[src/rtl/uart_pkg.sv]
// Shared UART definitions: FSM state encoding, default sizes and parity types.
// Used by the RX deserializer and the TX side.
package uart_pkg;

  typedef enum logic [2:0] {
    IDLE   = 3'd0,
    START  = 3'd1,
    DATA   = 3'd2,
    PARITY = 3'd3,
    STOP   = 3'd4,
    BREAK  = 3'd5
  } uart_state_t;

  localparam int UART_DATA_W     = 8;
  localparam int UART_OVERSAMPLE = 16;

  localparam bit PAR_EVEN = 1'b0;
  localparam bit PAR_ODD  = 1'b1;

endpackage

[src/rtl/uart_rx_deserializer_if.sv]
// UART RX bundle: pad-side inputs (rx_in, sample_tick) and byte-side outputs.
// master = deserializer, slave = pad/consumer; parity_error only with UART_RX_PARITY_EN.
interface uart_rx_deserializer_if
  import uart_pkg::*;
#(
  parameter int DATA_W = UART_DATA_W
);

  logic              rx_in;
  logic              sample_tick;
  logic [DATA_W-1:0] data_out;
  logic              data_valid;
  logic              busy;
  logic              framing_error;
`ifdef UART_RX_PARITY_EN
  logic              parity_error;
`endif

  modport master (
    input  rx_in,
    input  sample_tick,
`ifdef UART_RX_PARITY_EN
    output parity_error,
`endif
    output data_out,
    output data_valid,
    output busy,
    output framing_error
  );

  modport slave (
    output rx_in,
    output sample_tick,
`ifdef UART_RX_PARITY_EN
    input  parity_error,
`endif
    input  data_out,
    input  data_valid,
    input  busy,
    input  framing_error
  );

endinterface

[src/rtl/uart_sync_2ff.sv]
// Two-flop synchronizer for an asynchronous single-bit input.
// Ports: clk, rst (async active-low), d (async in), q (synced out); resets to RST_VAL.
module uart_sync_2ff #(
  parameter bit RST_VAL = 1'b1
) (
  input  logic clk,
  input  logic rst,
  input  logic d,
  output logic q
);

  logic meta;

  always_ff @(posedge clk or negedge rst) begin
    if (!rst) begin
      meta <= RST_VAL;
      q    <= RST_VAL;
    end else begin
      meta <= d;
      q    <= meta;
    end
  end

endmodule

[src/rtl/uart_rx_deserializer.sv]
// UART receiver: start/data/[parity]/stop framing from an oversampling tick.
// Ports: clk, rst (async active-low), bus (uart_rx_deserializer_if.master). Option: UART_RX_PARITY_EN.
module uart_rx_deserializer
  import uart_pkg::*;
#(
  parameter int DATA_W     = UART_DATA_W,
  parameter int OVERSAMPLE = UART_OVERSAMPLE,
  parameter bit PARITY_ODD = PAR_EVEN
) (
  input logic                   clk,
  input logic                   rst,
  uart_rx_deserializer_if.master bus
);

  localparam int TW = $clog2(OVERSAMPLE);
  localparam int BW = $clog2(DATA_W) + 1;

  localparam logic [TW-1:0] T_MID  = TW'(OVERSAMPLE / 2 - 1);
  localparam logic [TW-1:0] T_END  = TW'(OVERSAMPLE - 1);
  localparam logic [BW-1:0] B_LAST = BW'(DATA_W - 1);

  logic              rx_s;
  uart_state_t       state;
  logic [TW-1:0]     tick_cnt;
  logic [BW-1:0]     bit_cnt;
  logic [DATA_W-1:0] shift_reg;
  logic [DATA_W-1:0] data_q;
  logic              valid_q;
  logic              busy_q;
  logic              ferr_q;
  logic              mid;
  logic              full;
`ifdef UART_RX_PARITY_EN
  logic              par_bit;
  logic              perr_q;
`endif

  uart_sync_2ff #(
    .RST_VAL (1'b1)
  ) u_sync (
    .clk (clk),
    .rst (rst),
    .d   (bus.rx_in),
    .q   (rx_s)
  );

  // Sample points: middle of the start bit, then one full bit later.
  assign mid  = bus.sample_tick && (tick_cnt == T_MID);
  assign full = bus.sample_tick && (tick_cnt == T_END);

  always_ff @(posedge clk or negedge rst) begin
    if (!rst) begin
      state     <= IDLE;
      tick_cnt  <= '0;
      bit_cnt   <= '0;
      shift_reg <= '0;
      data_q    <= '0;
      valid_q   <= 1'b0;
      busy_q    <= 1'b0;
      ferr_q    <= 1'b0;
`ifdef UART_RX_PARITY_EN
      par_bit   <= 1'b0;
      perr_q    <= 1'b0;
`endif
    end else begin
      valid_q <= 1'b0;
      ferr_q  <= 1'b0;
`ifdef UART_RX_PARITY_EN
      perr_q  <= 1'b0;
`endif
      if (bus.sample_tick)
        tick_cnt <= (tick_cnt == T_END) ? '0 : tick_cnt + 1'b1;
      unique case (state)
        IDLE: begin
          tick_cnt <= '0;
          if (!rx_s) begin
            state  <= START;
            busy_q <= 1'b1;
          end
        end
        START: begin
          if (mid) begin
            tick_cnt <= '0;
            if (!rx_s) begin
              state   <= DATA;
              bit_cnt <= '0;
            end else begin
              state  <= IDLE;
              busy_q <= 1'b0;
            end
          end
        end
        DATA: begin
          if (full) begin
            shift_reg <= {rx_s, shift_reg[DATA_W-1:1]};
            bit_cnt   <= bit_cnt + 1'b1;
            if (bit_cnt == B_LAST) begin
              tick_cnt <= '0;
`ifdef UART_RX_PARITY_EN
              state    <= PARITY;
`else
              state    <= STOP;
`endif
            end
          end
        end
`ifdef UART_RX_PARITY_EN
        PARITY: begin
          if (full) begin
            par_bit  <= rx_s;
            tick_cnt <= '0;
            state    <= STOP;
          end
        end
`endif
        STOP: begin
          if (full) begin
            tick_cnt <= '0;
            if (rx_s) begin
              data_q  <= shift_reg;
              valid_q <= 1'b1;
              busy_q  <= 1'b0;
              state   <= IDLE;
`ifdef UART_RX_PARITY_EN
              perr_q  <= par_bit != ((^shift_reg) ^ PARITY_ODD);
`endif
            end else begin
              // Bad stop: park until the line idles so a held-low
              // line cannot look like a fresh start bit.
              ferr_q <= 1'b1;
              state  <= BREAK;
            end
          end
        end
        BREAK: begin
          if (rx_s) begin
            tick_cnt <= '0;
            busy_q   <= 1'b0;
            state    <= IDLE;
          end
        end
        default: begin
          tick_cnt <= '0;
          busy_q   <= 1'b0;
          state    <= IDLE;
        end
      endcase
    end
  end

  assign bus.data_out      = data_q;
  assign bus.data_valid    = valid_q;
  assign bus.busy          = busy_q;
  assign bus.framing_error = ferr_q;
`ifdef UART_RX_PARITY_EN
  assign bus.parity_error  = perr_q;
`endif

endmodule
[src/flat_wrapper.sv]
// flat-port wrapper written by rule: the top's interface ports become plain ports
module uart_rx_deserializer_flat import uart_pkg::*;
#(
  parameter int DATA_W     = UART_DATA_W,
  parameter int OVERSAMPLE = UART_OVERSAMPLE,
  parameter bit PARITY_ODD = PAR_EVEN
)
  (clk, rst, bus_rx_in, bus_sample_tick, bus_data_out, bus_data_valid, bus_busy, bus_framing_error);
  uart_rx_deserializer_if #(.DATA_W(DATA_W)) bus_i ();
  input logic clk;
  input logic rst;
  input wire logic [$bits(bus_i.rx_in)-1:0] bus_rx_in;
  input wire logic [$bits(bus_i.sample_tick)-1:0] bus_sample_tick;
  output wire logic [$bits(bus_i.data_out)-1:0] bus_data_out;
  output wire logic [$bits(bus_i.data_valid)-1:0] bus_data_valid;
  output wire logic [$bits(bus_i.busy)-1:0] bus_busy;
  output wire logic [$bits(bus_i.framing_error)-1:0] bus_framing_error;
  assign bus_i.rx_in = bus_rx_in;
  assign bus_i.sample_tick = bus_sample_tick;
  assign bus_data_out = bus_i.data_out;
  assign bus_data_valid = bus_i.data_valid;
  assign bus_busy = bus_i.busy;
  assign bus_framing_error = bus_i.framing_error;
  uart_rx_deserializer #(.DATA_W(DATA_W), .OVERSAMPLE(OVERSAMPLE), .PARITY_ODD(PARITY_ODD)) u_core (.clk(clk), .rst(rst), .bus(bus_i));
endmodule
[config.mk]
export PLATFORM = sky130hd
export DESIGN_NAME = uart_rx_deserializer_flat
export DESIGN_NICKNAME = d
export VERILOG_FILES = /design/src/rtl/uart_pkg.sv /design/src/rtl/uart_rx_deserializer_if.sv /design/src/rtl/uart_sync_2ff.sv /design/src/rtl/uart_rx_deserializer.sv /design/src/flat_wrapper.sv
export SDC_FILE = /design/constraint.sdc
export NUM_CORES = 1
export LEC_CHECK = 0
export BUFFER_PORTS_ARGS = -buffer_cell sky130_fd_sc_hd__clkbuf_2
export CORE_MARGIN = 5
export CORE_UTILIZATION = 62
export DETAILED_ROUTE_END_ITERATION = 6
export PLACE_DENSITY = 0.92
export SYNTH_ARGS = -nofsm -noshare
export SYNTH_HDL_FRONTEND = slang
export SYNTH_SLANG_ARGS = --single-unit
[constraint.sdc]
create_clock -name clk -period 2.65 [get_ports clk]
set_input_delay 0.1325 -clock clk [delete_from_list [all_inputs] [get_ports clk]]
set_output_delay 0.1325 -clock clk [all_outputs]
set_load 0.02 [all_outputs]
==> flow_metrics.tcl <==
set metrics [dict create \
    multiInputGateArea_um2 694.4 \
    rsz0062_at_grt "no" \
    cts_hold_buf 2 \
    grt_pass1_vias 1055 \
    cts_tree "yes" \
    grt_max_degree 33 \
    drv_slew 0 \
    avgRoutedWirePerCell_um 17.16 \
    htree_num_levels 2 \
    vias 1034 \
    dieArea_um2 3617 \
    finalWirelength_mm 2.952 \
    critPathTopFamily "simple AND/OR/NAND/NOR gates" \
    synth_compound_area_share_pct 11.00 \
    yosysSeqAreaShare_pct 51.52 \
    yosys-top-cells-count "30 x dfrtp_1, 18 x mux2_2, 7 x nand2_1, 7 x nor2_1, 5 x o21ai_0" \
    first_pass_iters 4 \
    clkSinkCount 32 \
    critPathCaptureType "register" \
    ios 15 \
    period_minus_slack_ns 2.002 \
    path_max_fanout 17 \
    power.leakage_nw 0.8211 \
    synth-edff-count 0 \
    cts_resized 0 \
    vdd_drop_max_mv 0.5740 \
    coreArea_um2 2432 \
    crit_chain "or3b_4, nor2_4, mux2_2" \
    drive_gt1_share_pct 34.51 \
    startpoint_type "register" \
    critical_path_required_ns 2.87 \
    cts-root-buf "clkbuf_4" \
    dp_hpwl_mm 1.963 \
    cts_buffers 5 \
    syn-mean-instance-area_um2 12.47 \
    worstSetupPathType "register to register" \
    worst-path-buf-inv 0 \
    die_height_um 60.15 \
    synth_largest_area_cell "dfrtp_1" \
    grt_pass1_wl_mm 5.195 \
    synthMuxAreaShare_pct 13.64 \
    syn_area_um2 1559 \
    yosys.cell_count.top_type "dfrtp_1" \
    fin_area_um2 1732 \
    yosysWarnings 0 \
    gp_congestion 0.8795 \
    postRouteAntennaNets 0 \
    synth-simple-area-share_pct 14.85 \
    hold_violations 0 \
    std_cell_rows 18 \
    finalCritPeriodShare_pct 75.54 \
    drv_cap 0 \
    ys_ff_latch 32 \
    worstPathArrival_ns 2.23 \
    antenna_found_initial 0 \
    postSynthCellCount 125 \
    placed_area_um2 1617 \
    initial_core_util_pct 64.09 \
    grt.total_usage_pct 19.81 \
    p_per_area_nw_per_um2 742.7 \
    fmax_mhz 499.6 \
    cts_setup_buffers 0 \
    setup_tns_ns 0 \
    synth_area_leaders "dfrtp_1 48%, mux2_2 13%, dfstp_2 3.4%" \
    finalNetCount 147 \
    clock_tree.buffer_depth 2 \
    status "complete, no violations" \
    synth_top_area_share_pct 48.15 \
    die_w_um 60.15 \
    viasPerCell 6.012 \
    finClkSkew_ns 0.01195 \
    synth_fp_nets 131 \
    syn2layout_area_growth_pct 11.08 \
    synth_xor_area_share_pct 2.809 \
    synth_top_family_by_area "simple AND/OR/NAND/NOR gates" \
    worst-slew-pin-transition_ns 0.7585 \
    antenna-diode-count 0 \
    clock_latency_ns 0.34 \
    ys_types 44 \
    synthAdderAreaFrac_pct 2.247 \
    n_fill_cell 151 \
    regArea_um2 803.3 \
    min-delay-path-class "input port to register" \
    overflow 0 \
    finalSetupViolCount 0 \
    port_buffers 14 \
    worst_path_max_delay_cell "dfrtp_1" \
    drc_errors 0 \
    ys_async_sr_fraction_pct 100.0 \
    ys.flop_type "dfrtp_1" \
    drtIter0Drc 34 \
    clk_pin_slew_ns 0.10 \
    slew_headroom_pct 49.43 \
    critPathMaxStageDelay_ns 0.75 \
]
[cell usage in the layout (no fill, tap or decap), types with 2 or more instances in the layout]
cell / count
and3_1: 2
nand2_1: 7
nor2_1: 7
a21oi_1: 4
clkbuf_8: 2
dfrtp_1: 30
inv_1: 3
dfstp_2: 2
and4b_1: 2
clkbuf_2: 14
mux2_2: 18
xnor2_1: 2
nand3_1: 3
dlygate4sd3_1: 2
ha_1: 2
o21ai_0: 5
xor2_1: 3
o21a_1: 2
clkbuf_4: 5
[worst paths after layout]
kind	depth (start not counted)	end	startpoint	slack [ns]
worst max-delay path	3	u_core.shift_reg[7]	u_core.state[1]	0.65
worst max register to register	3	u_core.shift_reg[7]	u_core.state[1]	0.65
worst min register to register	0	u_core.u_sync.q	u_core.u_sync.meta	0.37
worst min-delay path	3	u_core.tick_cnt[1]	bus_sample_tick	0.18
min in group asynchronous	2	u_core.state[0]	rst	0.37
max in group asynchronous	2	u_core.bus.data_out[3]	rst	1.79
[layer usage]
metal  wire [µm]  vias up  GRT usage (%)  part of all wire (%)
met5           0        -              0                     0
met4          65        0          9.810                   2.2
met3         162        5          5.616                   5.5
met2        1461       34          30.56                    49
met1        1261      507          25.38                    43
li1            -      488              -                     -
[cells by family (layout without fill, tap and decap cells)]
family | count (synthesis) | in the layout
and+or+nand+nor | 34 | 34
muxes | 19 | 19
xor gates and xnor gates | 5 | 5
DFF | 32 | 32
AOI/OAI and AO/OA | 22 | 22
buffers and inverters | 10 | 27
adders and majority gates | 3 | 3
[where the power goes]
group          internal (mW)  switching (mW)  total (mW)
registers              0.533          0.0936       0.626
logic                  0.115           0.126       0.240
clock network          0.250           0.169       0.420
total                  0.897           0.389        1.29
[final cells by class]
type / instances / share of cell area (%)
clock buffers: 7 / 3.757
clock inverters: 1 / 1.734
inverters: 3 / 0.6503
multi-input cells: 83 / 40.10
flip-flops and latches: 32 / 46.39
well taps: 30 / 2.168
repair buffers: 16 / 5.202
[worst reg2reg max path, delay by kind of cell (launching register included)]
family	cells	cell delay, ns
AND/OR/NAND/NOR	2	0.76
flip-flops	1	0.75
multiplexers	1	0.38
[per-stage QoR]
| stage | instances | power, mW | hold slack (ns) | utilization (%) | setup WS [ns] |
|---|---|---|---|---|---|
| 2_1_floorplan | 125 | 0.8286 | -0.1631 | - | 0.9551 |
| 3_3_place_gp | 162 | 0.8525 | 0.2227 | 66.46 | 0.7469 |
| 3_5_place_dp | 162 | 0.8693 | 0.2217 | 66.46 | 0.6820 |
| 4_1_cts | 172 | 1.290 | 0.1823 | 71.19 | 0.6634 |
| 5_1_grt | 172 | 1.351 | 0.1930 | 71.19 | 0.4721 |
| 6_report | 172 | 1.286 | 0.1783 | 71.19 | 0.6483 |
Note: power is estimated with default switching activity, not from simulation.
